===== src/rtl/y_buf_pkg.sv =====
// Shared constants and state encoding for the Y buffer reader.
package y_buf_pkg;

   localparam int NUM_CLASSES_DEF = 10;
   localparam int ADDR_STRIDE     = 4;
   localparam int CLS_W           = 4;

   typedef enum logic [2:0] {
      IDLE,
      READ,
      DRAIN,
      OUT,
      DONE
   } state_e;

endpackage


===== src/rtl/argmax_unit.sv =====
// Streaming signed argmax: one score per valid cycle, first sample loads, later samples win only if strictly greater.
module argmax_unit
   import y_buf_pkg::*;
#(
   parameter int DATA_WIDTH = 32
)(
   input  logic                  clk_i,
   input  logic                  rst_i,
   input  logic                  valid_i,
   input  logic                  first_i,
   input  logic                  last_i,
   input  logic [DATA_WIDTH-1:0] data_i,
   output logic                  final_o,
   output logic [CLS_W-1:0]      idx_o,
   output logic [DATA_WIDTH-1:0] max_o
);

   logic [CLS_W-1:0] pos_q;
   logic             take;

   // Strict compare keeps the lowest index on ties.
   assign take    = first_i || ($signed(data_i) > $signed(max_o));
   assign final_o = valid_i && last_i;

   // NOTE: state registers use non-blocking assignments so every flop samples pre-edge values.
   always_ff @(posedge clk_i) begin
      if (rst_i) begin
         pos_q <= '0;
         idx_o <= '0;
         max_o <= '0;
      end else if (valid_i) begin
         pos_q <= first_i ? CLS_W'(1) : pos_q + 1'b1;
         if (take) begin
            max_o <= data_i;
            idx_o <= first_i ? '0 : pos_q;
         end
      end
   end

endmodule


===== src/rtl/y_buf_reader.sv =====
// Walks every image in the Y buffer, reads its class scores and reports the signed argmax per image.
// Optional Y_RD_SCORE_OUT_EN exports the winning score on res_score_o.
module y_buf_reader
   import y_buf_pkg::*;
#(
   parameter int                    IN_IMG_NUM  = 10,
   parameter int                    NUM_CLASSES = NUM_CLASSES_DEF,
   parameter int                    DATA_WIDTH  = 32,
   parameter int                    ADDR_WIDTH  = 32,
   parameter logic [ADDR_WIDTH-1:0] BASE_ADDR   = '0
)(
   input  logic                  clk_i,
   input  logic                  rst_i,
   input  logic                  start_i,
   output logic                  y_rd_en_o,
   output logic [ADDR_WIDTH-1:0] y_rd_addr_o,
   input  logic [DATA_WIDTH-1:0] y_rd_data_i,
   output logic                  res_valid_o,
   input  logic                  res_ready_i,
   output logic [3:0]            res_class_o,
   output logic [7:0]            res_img_o,
   output logic                  busy_o,
   output logic                  done_o
`ifdef Y_RD_SCORE_OUT_EN
   ,
   output logic [DATA_WIDTH-1:0] res_score_o
`endif
);

   localparam logic [CLS_W-1:0] K_LAST   = CLS_W'(NUM_CLASSES - 1);
   localparam logic [7:0]       IMG_LAST = 8'(IN_IMG_NUM - 1);

   state_e                  state_q, state_d;
   logic [CLS_W-1:0]        k_q;
   logic [7:0]              img_q;
   logic [ADDR_WIDTH-1:0]   addr_q;
   logic                    rd_vld_q, rd_first_q, rd_last_q;
   logic                    arg_final;
   logic [CLS_W-1:0]        arg_idx;
   logic [DATA_WIDTH-1:0]   arg_max;

   // NOTE: every variable written here gets a default first so no latch is inferred.
   always_comb begin
      state_d     = state_q;
      y_rd_en_o   = 1'b0;
      res_valid_o = 1'b0;
      busy_o      = 1'b0;
      done_o      = 1'b0;
      unique case (state_q)
         IDLE:  if (start_i) state_d = READ;
         READ: begin
            y_rd_en_o = 1'b1;
            busy_o    = 1'b1;
            if (k_q == K_LAST) state_d = DRAIN;
         end
         DRAIN: begin
            busy_o = 1'b1;
            if (arg_final) state_d = OUT;
         end
         OUT: begin
            res_valid_o = 1'b1;
            busy_o      = 1'b1;
            if (res_ready_i) state_d = (img_q == IMG_LAST) ? DONE : READ;
         end
         DONE: begin
            done_o  = 1'b1;
            state_d = IDLE;
         end
         default: state_d = IDLE;
      endcase
   end

   always_ff @(posedge clk_i) begin
      if (rst_i) begin
         state_q    <= IDLE;
         k_q        <= '0;
         img_q      <= '0;
         addr_q     <= '0;
         rd_vld_q   <= 1'b0;
         rd_first_q <= 1'b0;
         rd_last_q  <= 1'b0;
      end else begin
         state_q    <= state_d;
         // Read data lags the enable by one cycle; tag it on the same delay.
         rd_vld_q   <= (state_q == READ);
         rd_first_q <= (state_q == READ) && (k_q == '0);
         rd_last_q  <= (state_q == READ) && (k_q == K_LAST);
         case (state_q)
            IDLE: if (start_i) begin
               img_q  <= '0;
               k_q    <= '0;
               addr_q <= BASE_ADDR;
            end
            READ: begin
               addr_q <= addr_q + ADDR_WIDTH'(ADDR_STRIDE);
               k_q    <= (k_q == K_LAST) ? '0 : k_q + 1'b1;
            end
            OUT: if (res_ready_i && (img_q != IMG_LAST)) img_q <= img_q + 1'b1;
            default: ;
         endcase
      end
   end

   argmax_unit #(
      .DATA_WIDTH (DATA_WIDTH)
   ) u_argmax (
      .clk_i   (clk_i),
      .rst_i   (rst_i),
      .valid_i (rd_vld_q),
      .first_i (rd_first_q),
      .last_i  (rd_last_q),
      .data_i  (y_rd_data_i),
      .final_o (arg_final),
      .idx_o   (arg_idx),
      .max_o   (arg_max)
   );

   assign y_rd_addr_o = addr_q;
   assign res_class_o = arg_idx;
   assign res_img_o   = img_q;

`ifdef Y_RD_SCORE_OUT_EN
   assign res_score_o = arg_max;
`else
   logic [DATA_WIDTH-1:0] unused_max;
   assign unused_max = arg_max;
`endif

endmodule


===== config.mk =====
export PLATFORM = sky130hd
export DESIGN_NAME = y_buf_reader
export DESIGN_NICKNAME = d
export VERILOG_FILES = /design/src/rtl/y_buf_pkg.sv /design/src/rtl/argmax_unit.sv /design/src/rtl/y_buf_reader.sv
export SDC_FILE = /design/constraint.sdc
export NUM_CORES = 1
export LEC_CHECK = 0
export CORE_ASPECT_RATIO = 0.8
export CORE_MARGIN = 4
export CORE_UTILIZATION = 50
export CTS_CLUSTER_DIAMETER = 60
export DETAILED_ROUTE_END_ITERATION = 7
export GPL_ROUTABILITY_DRIVEN = 0
export MAX_ROUTING_LAYER = met4
export PLACE_DENSITY = 0.78
export SYNTH_ARGS = -nofsm -noshare
export SYNTH_HDL_FRONTEND = slang
export SYNTH_SLANG_ARGS = --single-unit

===== constraint.sdc =====
create_clock -name clk_i -period 2.9 [get_ports clk_i]
set_clock_uncertainty 0.1 [all_clocks]
set_input_delay 0.725 -clock clk_i [delete_from_list [all_inputs] [get_ports clk_i]]
set_output_delay 0.725 -clock clk_i [all_outputs]
set_load 0.01 [all_outputs]

==> impl_results.md, run 1 <==
- Detailed-route vias per instance: 6.00
- P per Cell Area: 540 nW/um2
- Antenna Nets Post-Route: 0
- Slew HR: 0.629
- Maximum number of pins on one net before global-route repair: 44
- Final TNS setup: -0.00893 ns
- Global routing met2 resource utilization: 0.393
- Final critical-path required period: 2.91 ns
- Hold Fails Final Rpt: 0
- Arrival @ worst endpoint: 3.03 ns
- Worst min-delay path category: reg -> reg
- Final cycle utilization of the critical path: 1.00
- Count of mapped cells out of synthesis: 566
- Die boundary height: 95.7 um
- Global routing usage on met1: 0.287
- Final core occ: 0.713
- Total of max-cap violations: 0
- Floorplan row count: 31
- Worst hold margin: 0.375 ns
- Worst R2R Start: u_argmax.max_o[23]
- Crit-path max cell delay: 0.30 ns
- Top flip-flop cell by instance count after synthesis: dfxtp_1
- Hold_sp: u_argmax.max_o[0]
- Worst path cell trace: dlygate4sd2_1, ha_4, nand4_1, nor4_2, buf_4, buf_4, o41ai_2, buf_4, buf_4, and3_4, o211a_4, a32o_1
- Post-synthesis cell area: 4810 um2
- Number of buffers inserted by port buffering: 81
- Proportion of layout cells with a drive suffix above 1: 0.169
- Final Net Count: 743
- Total Power: 3.55 mW
- Global route overflow: 0
- Biggest area contributors in the synthesized netlist: dfxtp_1 (37%), ha_1 (10%), o41ai_1 (5.8%), o211ai_1 (5.6%), a21oi_1 (4.5%)
- Total of hold buffers inserted after clock tree synthesis: 0
- Achievable frequency: 344 MHz
- Die footprint: 11300 um2
- Area leader, netlist: dfxtp_1
- Vias in the first global route: 4600
- Worst Setup End Kind: flop
- First-iteration detailed-routing DRC count: 360
- WHS Endpoint: u_argmax.max_o[0]
- Most Crowded Layer GR: met2
- Count of synthesis-stage warnings from yosys: 0
- Global routing met3 resource utilization: 0.0452
- Routed wirelength normalized by instance count: 16.8 um
- Total routing usage reported by global routing: 0.232
- Number of buffers between clock root and the deepest sink: 2
- Number of synthesized flops with an enable pin: 0
- Peak VDD IR: 0.320 mV
- Type of the setup path with the least slack: in -> reg
- Worst R2R End: u_argmax.idx_o[2]
- Critical path's most frequent cell: buf_4
- Critical Path Start Type: input pin
- Chip width: 118 um
- Post-synthesis async set-or-reset flop share: 0
- Worst path top cell family by delay: buffers and inverters
- Slew at the pin with the worst max-slew slack: 0.555 ns
- Seq/Total Area, Yosys: 0.366
- First-pass iteration count of the detailed router: 5
- Vias: 4730
- Violated checks: setup timing
- Distinct cells, synth: 57
- Count of boundary I/O pins: 84
- H-Tree Level Count: 3
- Run status: finished, violations left
- Count of final setup violators: 1
- Count of antenna diodes in the layout: 0
- Wire length of the first global-routing pass: 21200 um
- Standby leakage power: 2.44 nW
- Final number of max-transition violations: 0
- Commonest cells in the synthesized netlist: dfxtp_1 (88), nor2_1 (55), a21oi_1 (43), inv_1 (41), nand2_1 (41)
- Remaining design rule violation count: 0
- Sum of net half-perimeters after detailed placement: 8670 um
- Hold path cells: 2
- Number of buffers created by CTS: 9
- Highest net fanout along the worst path: 4
- Count of cells along the worst register-to-register path: 12
- Wire length reported by the detailed router: 13200 um
- Mapped Avg Cell Area: 8.50 um2
- Starting density of the core: 0.521
- Reg2Reg Setup Slack: 0.28 ns
- Clock edge transition at the registers on the reported setup and hold paths: 0.06 ns
- Clock tree from TritonCTS: done
- Worst setup timing slack at the placement stage: -0.449 ns
- Critical-path top delay cell: nor4_2
- Worst path required time: 3.02 ns
- Least setup slack across all paths after layout: -0.00893 ns
- Most instantiated library cell after synthesis: dfxtp_1
- #FFs+latches synth: 88
- Clock tree sinks: 88
- Clock insertion delay at the later pin of the skew report: 0.34 ns
- CTS Root Buffer Type: clkbuf_16
- Core outline area: 9230 um2
- Fraction of synthesized cell area taken by the top area cell type: 0.366
- Crit path buf inv count: 5
- Layout-stage area growth over the synthesis result: 36.8%
- Number of antenna violations at the first check in global routing: 0
area by class of cell:
| type | instances | area (um2) |
|---|---|---|
| flip-flops and latches | 88 | 1760 |
| clock inverters | 5 | 31.3 |
| clock buffers | 11 | 253 |
| repair buffers | 125 | 1220 |
| well taps | 115 | 144 |
| inverters | 42 | 158 |
| multi-input cells | 402 | 3020 |
| fillers | 703 | 2650 |
worst max path at each step:
stage,end,slack [ns],start,cells past startpoint
6_report,u_argmax.idx_o[2],-0.009,y_rd_data_i[17],12
5_1_grt,u_argmax.max_o[14],-0.03,y_rd_data_i[12],13
4_1_cts,u_argmax.max_o[8],0.0003,y_rd_data_i[3],11
3_5_place_dp,u_argmax.max_o[26],-0.45,y_rd_data_i[31],10
3_3_place_gp,u_argmax.max_o[23],-0.37,y_rd_data_i[30],10
2_1_floorplan,u_argmax.max_o[2],0.16,y_rd_data_i[1],9
power by group:
part	internal (mW)	total (mW)	switching (mW)
logic	0.455	1.07	0.616
clock network	0.625	1.10	0.480
registers	1.30	1.38	0.0801
routing by layer:
metal  vias up  wire, um
met1      2261      5940
met4         0       147
li1       2306         -
met3        15       676
met5         -         0
met2       148      6440
cells by family (layout without fill, tap and decap cells):
kind of cell	count (synthesis)	in the layout	synth area share
and+or+nand+nor	190	190	0.204
AOI/OAI and AO/OA	159	159	0.232
DFF	88	88	0.366
buffers and inverters	77	183	0.0712
adders and majority gates	39	39	0.101
muxes	8	8	0.0177
xor gates and xnor gates	4	4	0.00728
other	1	2	0.000779
stage by stage:
step / instances / instance area, um2
2_1_floorplan: 567 / 4820
3_3_place_gp: 759 / 5860
3_5_place_dp: 759 / 5860
4_1_cts: 786 / 6340
5_1_grt: 788 / 6580
6_report: 788 / 6580
timing repair:
action                                  in CTS  in global routing
gates resized for setup                     42                 44
gates cloned                                 1                  1
endpoints found under the setup margin      31                 37
pin swaps                                   35                 29
buffers inserted                            10                  2
worst reg2reg max path: stages (launching register included):
cell and delay [ns]:
dfxtp_1 0.31, inv_1 0.05, ha_1 0.29, nand4_1 0.14
nor4_2 0.32, buf_4 0.19, buf_4 0.11, o41ai_2 0.06
buf_4 0.15, buf_4 0.13, and3_4 0.18, o211a_4 0.26
a32o_1 0.22
sequential cells by signal (all words and copies together) (netlist names), 3 cells and up:
| signal | count |
|---|---|
| state_q | 3 |
| k_q | 4 |
| u_argmax.max_o | 32 |
| u_argmax.idx_o | 4 |
| res_img_o | 8 |
| u_argmax.pos_q | 4 |
| y_rd_addr_o | 30 |
cells in the final DEF, fill, tap and decap left out, drive strengths merged, types with 5 or more instances in the layout:
| cell | instances |
|---|---|
| a21oi | 43 |
| a311oi | 6 |
| a31oi | 5 |
| and3 | 11 |
| buf | 44 |
| clkbuf | 14 |
| clkdlybuf4s50 | 50 |
| clkinv | 5 |
| dfxtp | 88 |
| dlygate4sd2 | 17 |
| dlymetal6s2s | 7 |
| ha | 39 |
| inv | 41 |
| nand2 | 41 |
| nand3 | 19 |
| nand3b | 6 |
| nand4 | 16 |
| nor2 | 56 |
| nor3 | 11 |
| o211ai | 36 |
| o21ai | 16 |
| o41ai | 32 |
| or3 | 8 |
No activity file was read; power rests on OpenSTA's default activity.
==> run 2, diff against run 1 <==
GPL_ROUTABILITY_DRIVEN = 1   (was 0)
==> results of run 2 <==
Final layout, timing and power as in run 1 (identical DEF).
